[config.mk]
export PLATFORM = sky130hd
export DESIGN_NAME = lab5_fetch_unit
export DESIGN_NICKNAME = d
export VERILOG_FILES = /design/src/rtl/lab5_fetch_unit_pkg.sv /design/src/rtl/lab5_fetch_unit_next_pc.sv /design/src/rtl/lab5_fetch_unit.sv
export SDC_FILE = /design/constraint.sdc
export NUM_CORES = 1
export LEC_CHECK = 0
export ABC_AREA = 1
export BUFFER_PORTS_ARGS = -buffer_cell sky130_fd_sc_hd__buf_2
export CAP_MARGIN = 40
export CORE_ASPECT_RATIO = 1.1
export CORE_MARGIN = 10
export CORE_UTILIZATION = 45
export CTS_CLUSTER_DIAMETER = 150
export DETAILED_ROUTE_END_ITERATION = 8
export PLACE_DENSITY = 0.8
export SLEW_MARGIN = 20
export SYNTH_ARGS = -nofsm -noshare
export SYNTH_HDL_FRONTEND = slang
export SYNTH_SLANG_ARGS = --single-unit
[constraint.sdc]
create_clock -name CLK -period 2.1 [get_ports CLK]
set_clock_uncertainty 0.2 [all_clocks]
set_input_delay 0 -clock CLK [delete_from_list [all_inputs] [get_ports CLK]]
set_output_delay 0 -clock CLK [all_outputs]
set_load 0.01 [all_outputs]
[src/rtl/lab5_fetch_unit_pkg.sv]
// Shared definitions for the lab5 fetch stage: FSM encoding, instruction field
// positions and the halt word.
package lab5_fetch_unit_pkg;

   typedef enum logic [1:0] {
      StInit = 2'd0,
      StRun  = 2'd1,
      StHalt = 2'd2
   } state_e;

   localparam int unsigned INSTR_W    = 16;
   localparam int unsigned OPCODE_MSB = 15;
   localparam int unsigned OPCODE_LSB = 12;
   localparam int unsigned RS_MSB     = 11;
   localparam int unsigned RS_LSB     = 9;
   localparam int unsigned RT_MSB     = 8;
   localparam int unsigned RT_LSB     = 6;
   localparam int unsigned IMM6_MSB   = 5;
   localparam int unsigned IMM6_LSB   = 0;
   localparam int unsigned FUNCT_MSB  = 2;
   localparam int unsigned FUNCT_LSB  = 0;

   localparam logic [INSTR_W-1:0] HALT_WORD = 16'h0000;

   function automatic logic is_halt_word(input logic [INSTR_W-1:0] word);
      return word == HALT_WORD;
   endfunction

endpackage

[src/rtl/lab5_fetch_unit_next_pc.sv]
// Combinational next-PC selection: stall/halt hold, jump, branch, sequential.
// All sums wrap modulo 2^PC_W.
module lab5_fetch_unit_next_pc #(
   parameter int unsigned PC_W = 8
) (
   input  logic [PC_W-1:0] pc,
   input  logic            stall,
   input  logic            halt_zero,
   input  logic            jmp_en,
   input  logic [PC_W-1:0] jmp_addr,
   input  logic            br_taken,
   input  logic [5:0]      br_offset,
   output logic [PC_W-1:0] next_pc
);

   logic [PC_W-1:0] pc_seq;
   logic [PC_W-1:0] br_delta;
   logic            unused_jmp_lsb;

   assign pc_seq = pc + PC_W'(2);

   // Word offset to byte offset, sign-extended to the PC width.
   assign br_delta = PC_W'({{PC_W{br_offset[5]}}, br_offset, 1'b0});

   // Targets are always halfword aligned.
   assign unused_jmp_lsb = jmp_addr[0];

   always_comb begin
      next_pc = pc_seq;
      if (stall || halt_zero) begin
         next_pc = pc;
      end else if (jmp_en) begin
         next_pc = {jmp_addr[PC_W-1:1], 1'b0};
      end else if (br_taken) begin
         next_pc = pc_seq + br_delta;
      end
   end

endmodule

[src/rtl/lab5_fetch_unit.sv]
// Instruction-fetch stage: owns the PC, drives the instruction RAM address,
// forwards the fetched word to decode, detects halt and counts retirements.
module lab5_fetch_unit
   import lab5_fetch_unit_pkg::*;
#(
   parameter int unsigned     PC_W         = 8,
   parameter logic [PC_W-1:0] RESET_PC     = '0,
   parameter bit              HALT_ON_ZERO = 1'b1,
   parameter int unsigned     CNT_W        = 16
) (
   input  logic               CLK,
   input  logic               RESET,
   output logic [PC_W-1:0]    IADDR,
   input  logic [INSTR_W-1:0] IRAM_Q,
   output logic [INSTR_W-1:0] INSTR,
   output logic               INSTR_VALID,
   input  logic               STALL,
   input  logic               BR_TAKEN,
   input  logic [5:0]         BR_OFFSET,
   input  logic               JMP_EN,
   input  logic [PC_W-1:0]    JMP_ADDR,
   output logic               HALTED,
   output logic [CNT_W-1:0]   RETIRED
);

   state_e           state_q, state_d;
   logic [PC_W-1:0]  pc_q, pc_d;
   logic [CNT_W-1:0] retired_q, retired_d;
   logic [PC_W-1:0]  next_pc;
   logic             run;
   logic             zero_instr;
   logic             retire;

   assign run        = (state_q == StRun);
   assign zero_instr = HALT_ON_ZERO && is_halt_word(IRAM_Q);
   assign retire     = run && INSTR_VALID && !STALL;

   assign IADDR       = pc_q;
   assign INSTR       = run ? IRAM_Q : HALT_WORD;
   assign INSTR_VALID = run && !zero_instr;
   assign HALTED      = (state_q == StHalt);
   assign RETIRED     = retired_q;

   lab5_fetch_unit_next_pc #(
      .PC_W (PC_W)
   ) u_next_pc (
      .pc        (pc_q),
      .stall     (STALL),
      .halt_zero (zero_instr),
      .jmp_en    (JMP_EN),
      .jmp_addr  (JMP_ADDR),
      .br_taken  (BR_TAKEN),
      .br_offset (BR_OFFSET),
      .next_pc   (next_pc)
   );

   always_comb begin
      state_d = state_q;
      case (state_q)
         StInit: state_d = StRun;
         StRun: begin
            // A stalled zero word is not yet final; decide when it is presented unstalled.
            if (!STALL && zero_instr) begin
               state_d = StHalt;
            end
         end
         StHalt: state_d = StHalt;
         default: state_d = StInit;
      endcase
   end

   assign pc_d = run ? next_pc : pc_q;

   always_comb begin
      retired_d = retired_q;
      if (retire && (retired_q != {CNT_W{1'b1}})) begin
         retired_d = retired_q + CNT_W'(1);
      end
   end

   always_ff @(posedge CLK) begin
      if (RESET) begin
         state_q   <= StInit;
         pc_q      <= {RESET_PC[PC_W-1:1], 1'b0};
         retired_q <= '0;
      end else begin
         state_q   <= state_d;
         pc_q      <= pc_d;
         retired_q <= retired_d;
      end
   end

endmodule

# Word-level counts from Yosys, hierarchy flattened
# Cells that the tools add are included.
[totals] register_bits=26 in_bits=35 output_inout_bits=42
[classes] add_sub_neg=3 eq_ne=4 muxes=5 bitwise_logic=1 n_reduce_logical=11
[ops] cell="16-bit by 1-bit adder with 16-bit output, second input constant" count=1
[ops] cell="16-bit zero test" count=1
[ops] cell="16-bit two-way mux" count=1
[ops] cell="8-bit two-way mux" count=2
[ops] cell="16-bit != test, second input constant" count=1
[ops] cell="8-bit by 2-bit adder with 8-bit output, second input constant" count=1
[ops] cell="8-bit adder" count=1
[ops] cell="2-bit case mux with 3 select lines" count=1
[ops] cell="1-bit logical AND" count=5
[ops] cell="2-bit by 1-bit equality test with 1-bit output, second input constant" count=1
[ops] cell="2-bit equality test, second input constant" count=1
[ops] cell="1-bit zero test" count=2
[ops] cell="2-bit zero test" count=1
[ops] cell="2-bit two-way mux" count=1
[ops] cell="2-bit by 1-bit != test with 1-bit output, second input constant" count=1
[ops] cell="2-bit AND reduction" count=1
[ops] cell="1-bit logical OR" count=1
[ops] cell="1-bit inverter" count=1

# Depth between registers and ports, before layout
[depth] word_depth=6 ltp_mapped=16 ltp_nobuf=16

# Modules after synthesis
# A second synthesis with hierarchy kept.
[hier_totals] cells_unflattened=391 area_unflattened_um2=2269.7
[modules_own_cells] module="lab5_fetch_unit" instances=1 cells_each=272 area_per_inst_um2=1626.6
[modules_own_cells] module="lab5_fetch_unit_next_pc" instances=1 cells_each=119 area_per_inst_um2=643.1

# Worst setup path before layout
# No wires, ideal clock.
[synth_timing] path_kind="register -> register" start="register pc_q[3] (netlist: IADDR[3])" end="register pc_q[5] (netlist: IADDR[5])" setup_time_ps=109 t_arrival_ps=1979 t_required_ps=1791 setup_slack_ps=-187 path_stages_with_launch=15 path_buffers=0 synth_period_minus_slack_ps=2287 cell_sequence="dfxtp_1 -> nand3_1 -> nor2_1 -> inv_1 -> nand2_1 -> inv_1 -> ha_1 -> or2_2 -> nand2_1 -> xor2_1 -> nand2_1 -> a22oi_1 -> nand2_1 -> nand2_1 -> inv_1"
[synth_between] elab_chain_len=4
[synth_rtl] element="start: declaration" line_no="lab5_fetch_unit.sv:27" source="logic [PC_W-1:0] pc_q, pc_d;"
[synth_rtl] element="start signal: assignment" line_no="lab5_fetch_unit.sv:84" source="pc_q <= {RESET_PC[PC_W-1:1], 1'b0};"
[synth_rtl] element="start signal: assignment" line_no="lab5_fetch_unit.sv:88" source="pc_q <= pc_d;"
[synth_rtl] element="8-bit by 2-bit adder with 8-bit output (*)" line_no="lab5_fetch_unit_next_pc.sv:20" source="assign pc_seq = pc + PC_W'(2);"
[synth_rtl] element="8-bit adder" line_no="lab5_fetch_unit_next_pc.sv:35" source="next_pc = pc_seq + br_delta;"
[synth_rtl] element="8-bit two-way mux (*)" line_no="lab5_fetch_unit_next_pc.sv:34" source="end else if (br_taken) begin"
[synth_rtl] element="8-bit two-way mux (*)" line_no="lab5_fetch_unit_next_pc.sv:32" source="end else if (jmp_en) begin"
# Every way passes the cells marked *; elsewhere a longest branch is shown, timed or not.
# A chain may end at the register's enable or synchronous reset.

# Worst setup path after layout
[layout_timing] start="register pc_q[1] (netlist: IADDR[1])" end="register pc_q[5] (netlist: IADDR[5])"
# Same word-level chain as after synthesis.

==> flow_metrics.py <==
metrics = {
    "route": {
        "route.antenna.remaining_nets": 0,
        "detailedRoute.firstPassIterationCount": 4,
        "wirelength_per_cell_um": 14.7,
        "vias_per_cell": 5.07,
        "first_iter_violations": 119,
        "vias": 2428,
        "finalWirelength_um": 7060,
        "drt_drc_violations_left": 0,
    },
    "placement": {
        "place_worst_setup_slack_ns": -0.0809,
        "place_area_sq_um": 2560,
        "placedCellCount": 455,
        "dp_hpwl_um": 4620,
        "port_buffers": 74,
        "place.gp.congestion": 0.942,
    },
    "clock_tree": {
        "ctsHtreeMaxLevel": 1,
        "numCtsBuffers": 3,
        "source_to_sink_clock_delay_at_the_later_pin_of_the_worst_skew_pair_ns": 0.27,
        "clk_pin_slew_worst_paths_ns": 0.09,
        "numClockSinks": 25,
        "ctsLongestPathBuffers": 2,
        "cts_root_buffer": "sky130_fd_sc_hd__clkbuf_8",
        "tritoncts": "done",
    },
    "power_and_ir_drop": {
        "pwr_density_cell_nw_per_um2": 684,
        "vdd_ir_drop_max_uv": 417,
        "p_total_mw": 2.05,
        "leakage_nw": 1.52,
    },
    "sta": {
        "max_clock_freq_ghz": 0.451,
        "worst_slack_ns": -0.119,
        "rsz0062_at_grt": "true",
        "timing.setup.tns_ns": -0.285,
        "final.period_utilization_pct": 106,
        "final_hold_viol_count": 0,
        "slew_viols_final": 0,
        "setup_viol_count_final": 4,
        "layout_min_cycle_time_ns": 2.22,
        "worst_hold_slack_ns": 0.0396,
    },
    "worst_setup_path": {
        "critPathMaxFanout": 6,
        "worst-endpoint-required_ns": 2.08,
        "cp-end-kind": "register",
        "criticalPathCategory": "register to register",
        "critical_path.top_delay_family": "simple AND/OR/NAND/NOR gates",
        "startpoint_type": "register",
        "critical_path.n_buffers_inverters": 3,
        "slowest_delay_ns": 0.40,
        "worstPathCellList": "nand3_4 > nor2_4 > inv_1 > nand2_2 > inv_2 > ha_4 > or2_4 > nand2_2 > xor2_1 > nand2_1 > a22oi_2 > nand2_1 > nand2_1 > inv_1",
        "cp_data_arrival_time_ns": 2.20,
        "worst_path_max_delay_cell": "sky130_fd_sc_hd__dfxtp_4",
        "crit_path_frequent_cell": "sky130_fd_sc_hd__nand2_1",
    },
    "outcome": {
        "result_of_the_run": "finished, violations left",
        "failed_checks": "negative setup slack",
    },
    "yosys": {
        "post_synth_num_cell_types": 34,
        "yosys_warnings": 0,
        "synth_top_area_share_pct": 24.6,
        "synth-main-ff-cell": "sky130_fd_sc_hd__dfxtp_1",
        "synth_most_common_cell": "sky130_fd_sc_hd__nand2_1",
        "synth.ff_latch_count": 25,
        "syn_area_sq_um": 2030,
        "synth_enable_flop_cells": 0,
        "netlist_instances": 320,
        "ys_top_cells_by_count": "sky130_fd_sc_hd__nand2_1, sky130_fd_sc_hd__inv_1, sky130_fd_sc_hd__dfxtp_1, sky130_fd_sc_hd__nor2_1, sky130_fd_sc_hd__nand3_1",
        "avgSynthCellArea_sq_um": 6.35,
        "register_area_share_after_synthesis_pct": 24.6,
        "postSynth.asyncResetShare_pct": 0,
        "mappedNetlistNets": 368,
        "yosysTopAreaCell": "sky130_fd_sc_hd__dfxtp_1",
        "ys_top_cells_by_area": "sky130_fd_sc_hd__dfxtp_1, sky130_fd_sc_hd__nand2_1, sky130_fd_sc_hd__inv_1",
    },
    "global_route": {
        "grt_overflow_total": 0,
        "initial_antenna_violation_count": 0,
        "global_route.usage.met1_pct": 17.4,
        "grt_first_pass_wirelength_um": 10500,
        "grt_util_all_layers_pct": 15.6,
        "largest_net_degree_at_the_start_of_global_routing": 20,
        "met3_usage_pct": 3.97,
        "routing_usage_on_met2_pct": 27.2,
        "first_global_vias": 2379,
        "globalRoute.busiestLayer": "met2",
    },
    "die": {
        "die_area_sq_um": 7600,
        "core-area_sq_um": 4320,
        "top_level_ports": 77,
        "row_count": 25,
        "initial_core_util_pct": 47.0,
        "die_h_um": 90.5,
        "horizontal_extent_of_the_die_um": 84.1,
    },
    "cells_and_area": {
        "post_route_insts_no_fill": 479,
        "nets": 474,
        "final_layout_size_suffix_gt1_share_pct": 36.9,
        "final_area_sq_um": 3000,
        "diodes": 0,
        "fillerInstances": 347,
        "finish.utilization_pct": 69.6,
        "layout_area_growth_over_synthesis_pct": 47.9,
    },
    "hold_path": {
        "worstHoldPathType": "input port to register",
    },
    "flow_run": {
        "maxCapViolations": 0,
    },
}
## cell usage in the layout (no fill, tap or decap), types with 2 or more instances in the layout
cell                            instances
sky130_fd_sc_hd__nand2_1               90
sky130_fd_sc_hd__buf_2                 74
sky130_fd_sc_hd__nand4_1                4
sky130_fd_sc_hd__o21ai_1                2
sky130_fd_sc_hd__nor3_1                 5
sky130_fd_sc_hd__ha_4                   6
sky130_fd_sc_hd__xnor2_1                3
sky130_fd_sc_hd__a31oi_1                2
sky130_fd_sc_hd__nand3b_1               2
sky130_fd_sc_hd__o211ai_1               3
sky130_fd_sc_hd__dlygate4sd3_1         14
sky130_fd_sc_hd__dfxtp_1               21
sky130_fd_sc_hd__nand2_4                3
sky130_fd_sc_hd__buf_4                 20
sky130_fd_sc_hd__nor2_4                 2
sky130_fd_sc_hd__nor2_2                 2
sky130_fd_sc_hd__nand3_4                2
sky130_fd_sc_hd__inv_2                  5
sky130_fd_sc_hd__nor2_1                24
sky130_fd_sc_hd__nand3_1               13
sky130_fd_sc_hd__xor2_1                11
sky130_fd_sc_hd__a21oi_2               14
sky130_fd_sc_hd__nand2_2                7
sky130_fd_sc_hd__a21oi_1               12
sky130_fd_sc_hd__ha_1                   5
sky130_fd_sc_hd__nand3_2                4
sky130_fd_sc_hd__inv_1                 44
sky130_fd_sc_hd__dfxtp_4                3
sky130_fd_sc_hd__clkbuf_8               3
sky130_fd_sc_hd__o21ai_0                9
## final timing paths
check / to / slack, ns / cells past startpoint / start
hold / removal: IADDR[7] / 0.04 / 6 / BR_OFFSET[5]
setup / recovery: IADDR[5] / -0.12 / 14 / IADDR[1]
setup reg to reg: IADDR[5] / -0.12 / 14 / IADDR[1]
hold reg to reg: RETIRED[13] / 0.31 / 2 / RETIRED[13]
## registers in the layout, indices dropped and copies added, names as in the netlist
| signal | flops |
|---|---|
| state_q | 2 |
| IADDR | 7 |
| RETIRED | 16 |
## worst reg2reg max path, cell delays in order (launching register included)
cell and delay (ns):
sky130_fd_sc_hd__dfxtp_4 0.40, sky130_fd_sc_hd__nand3_4 0.09, sky130_fd_sc_hd__nor2_4 0.12, sky130_fd_sc_hd__inv_1 0.08, sky130_fd_sc_hd__nand2_2 0.10, sky130_fd_sc_hd__inv_2 0.06, sky130_fd_sc_hd__ha_4 0.22, sky130_fd_sc_hd__or2_4 0.26
sky130_fd_sc_hd__nand2_2 0.08, sky130_fd_sc_hd__xor2_1 0.14, sky130_fd_sc_hd__nand2_1 0.08, sky130_fd_sc_hd__a22oi_2 0.12, sky130_fd_sc_hd__nand2_1 0.07, sky130_fd_sc_hd__nand2_1 0.07, sky130_fd_sc_hd__inv_1 0.04
## layout make-up
| cell class | instances | area, sq um | area share, % |
|---|---|---|---|
| clock buffers | 4 | 45.0 | 1.50 |
| inverters | 51 | 194 | 6.46 |
| multi-input cells | 236 | 1510 | 50.3 |
| repair buffers | 109 | 672 | 22.4 |
| well taps | 54 | 67.6 | 2.25 |
| flip-flops and latches | 25 | 513 | 17.1 |
## cells by family after synthesis
group,after synthesis,synth area share (%)
buffers and inverters,59,12.0
flip-flops,25,24.6
AND/OR/NAND/NOR,162,34.2
XOR/XNOR,15,6.47
AO/OA/AOI/OAI,45,14.1
other,1,0.185
adder cells (fa/ha/maj),13,8.38
## report_power, final
part           leakage (nW)  internal (mW)  total (mW)  switching, mW
clock network        0.0228          0.136       0.291          0.155
logic                  1.30          0.495        1.16          0.668
registers             0.205          0.534       0.598         0.0642
## routing by layer
layer	vias to the layer above	wire, um	part of all wire [%]
met3	13	380	5.4
met1	1122	2810	40
met5	-	0	0
met4	0	129	1.8
met2	71	3740	53
li1	1222	-	-
## what timing repair did
item                                    in CTS  in global routing
hold buffers                                14                  0
endpoints found under the hold margin       20                  0
pin swaps                                    5                 16
gates resized for setup                     12                 34
setup buffers                                2                  4
endpoints found under the setup margin       4                  5
Power figures use the tool's default switching activity.
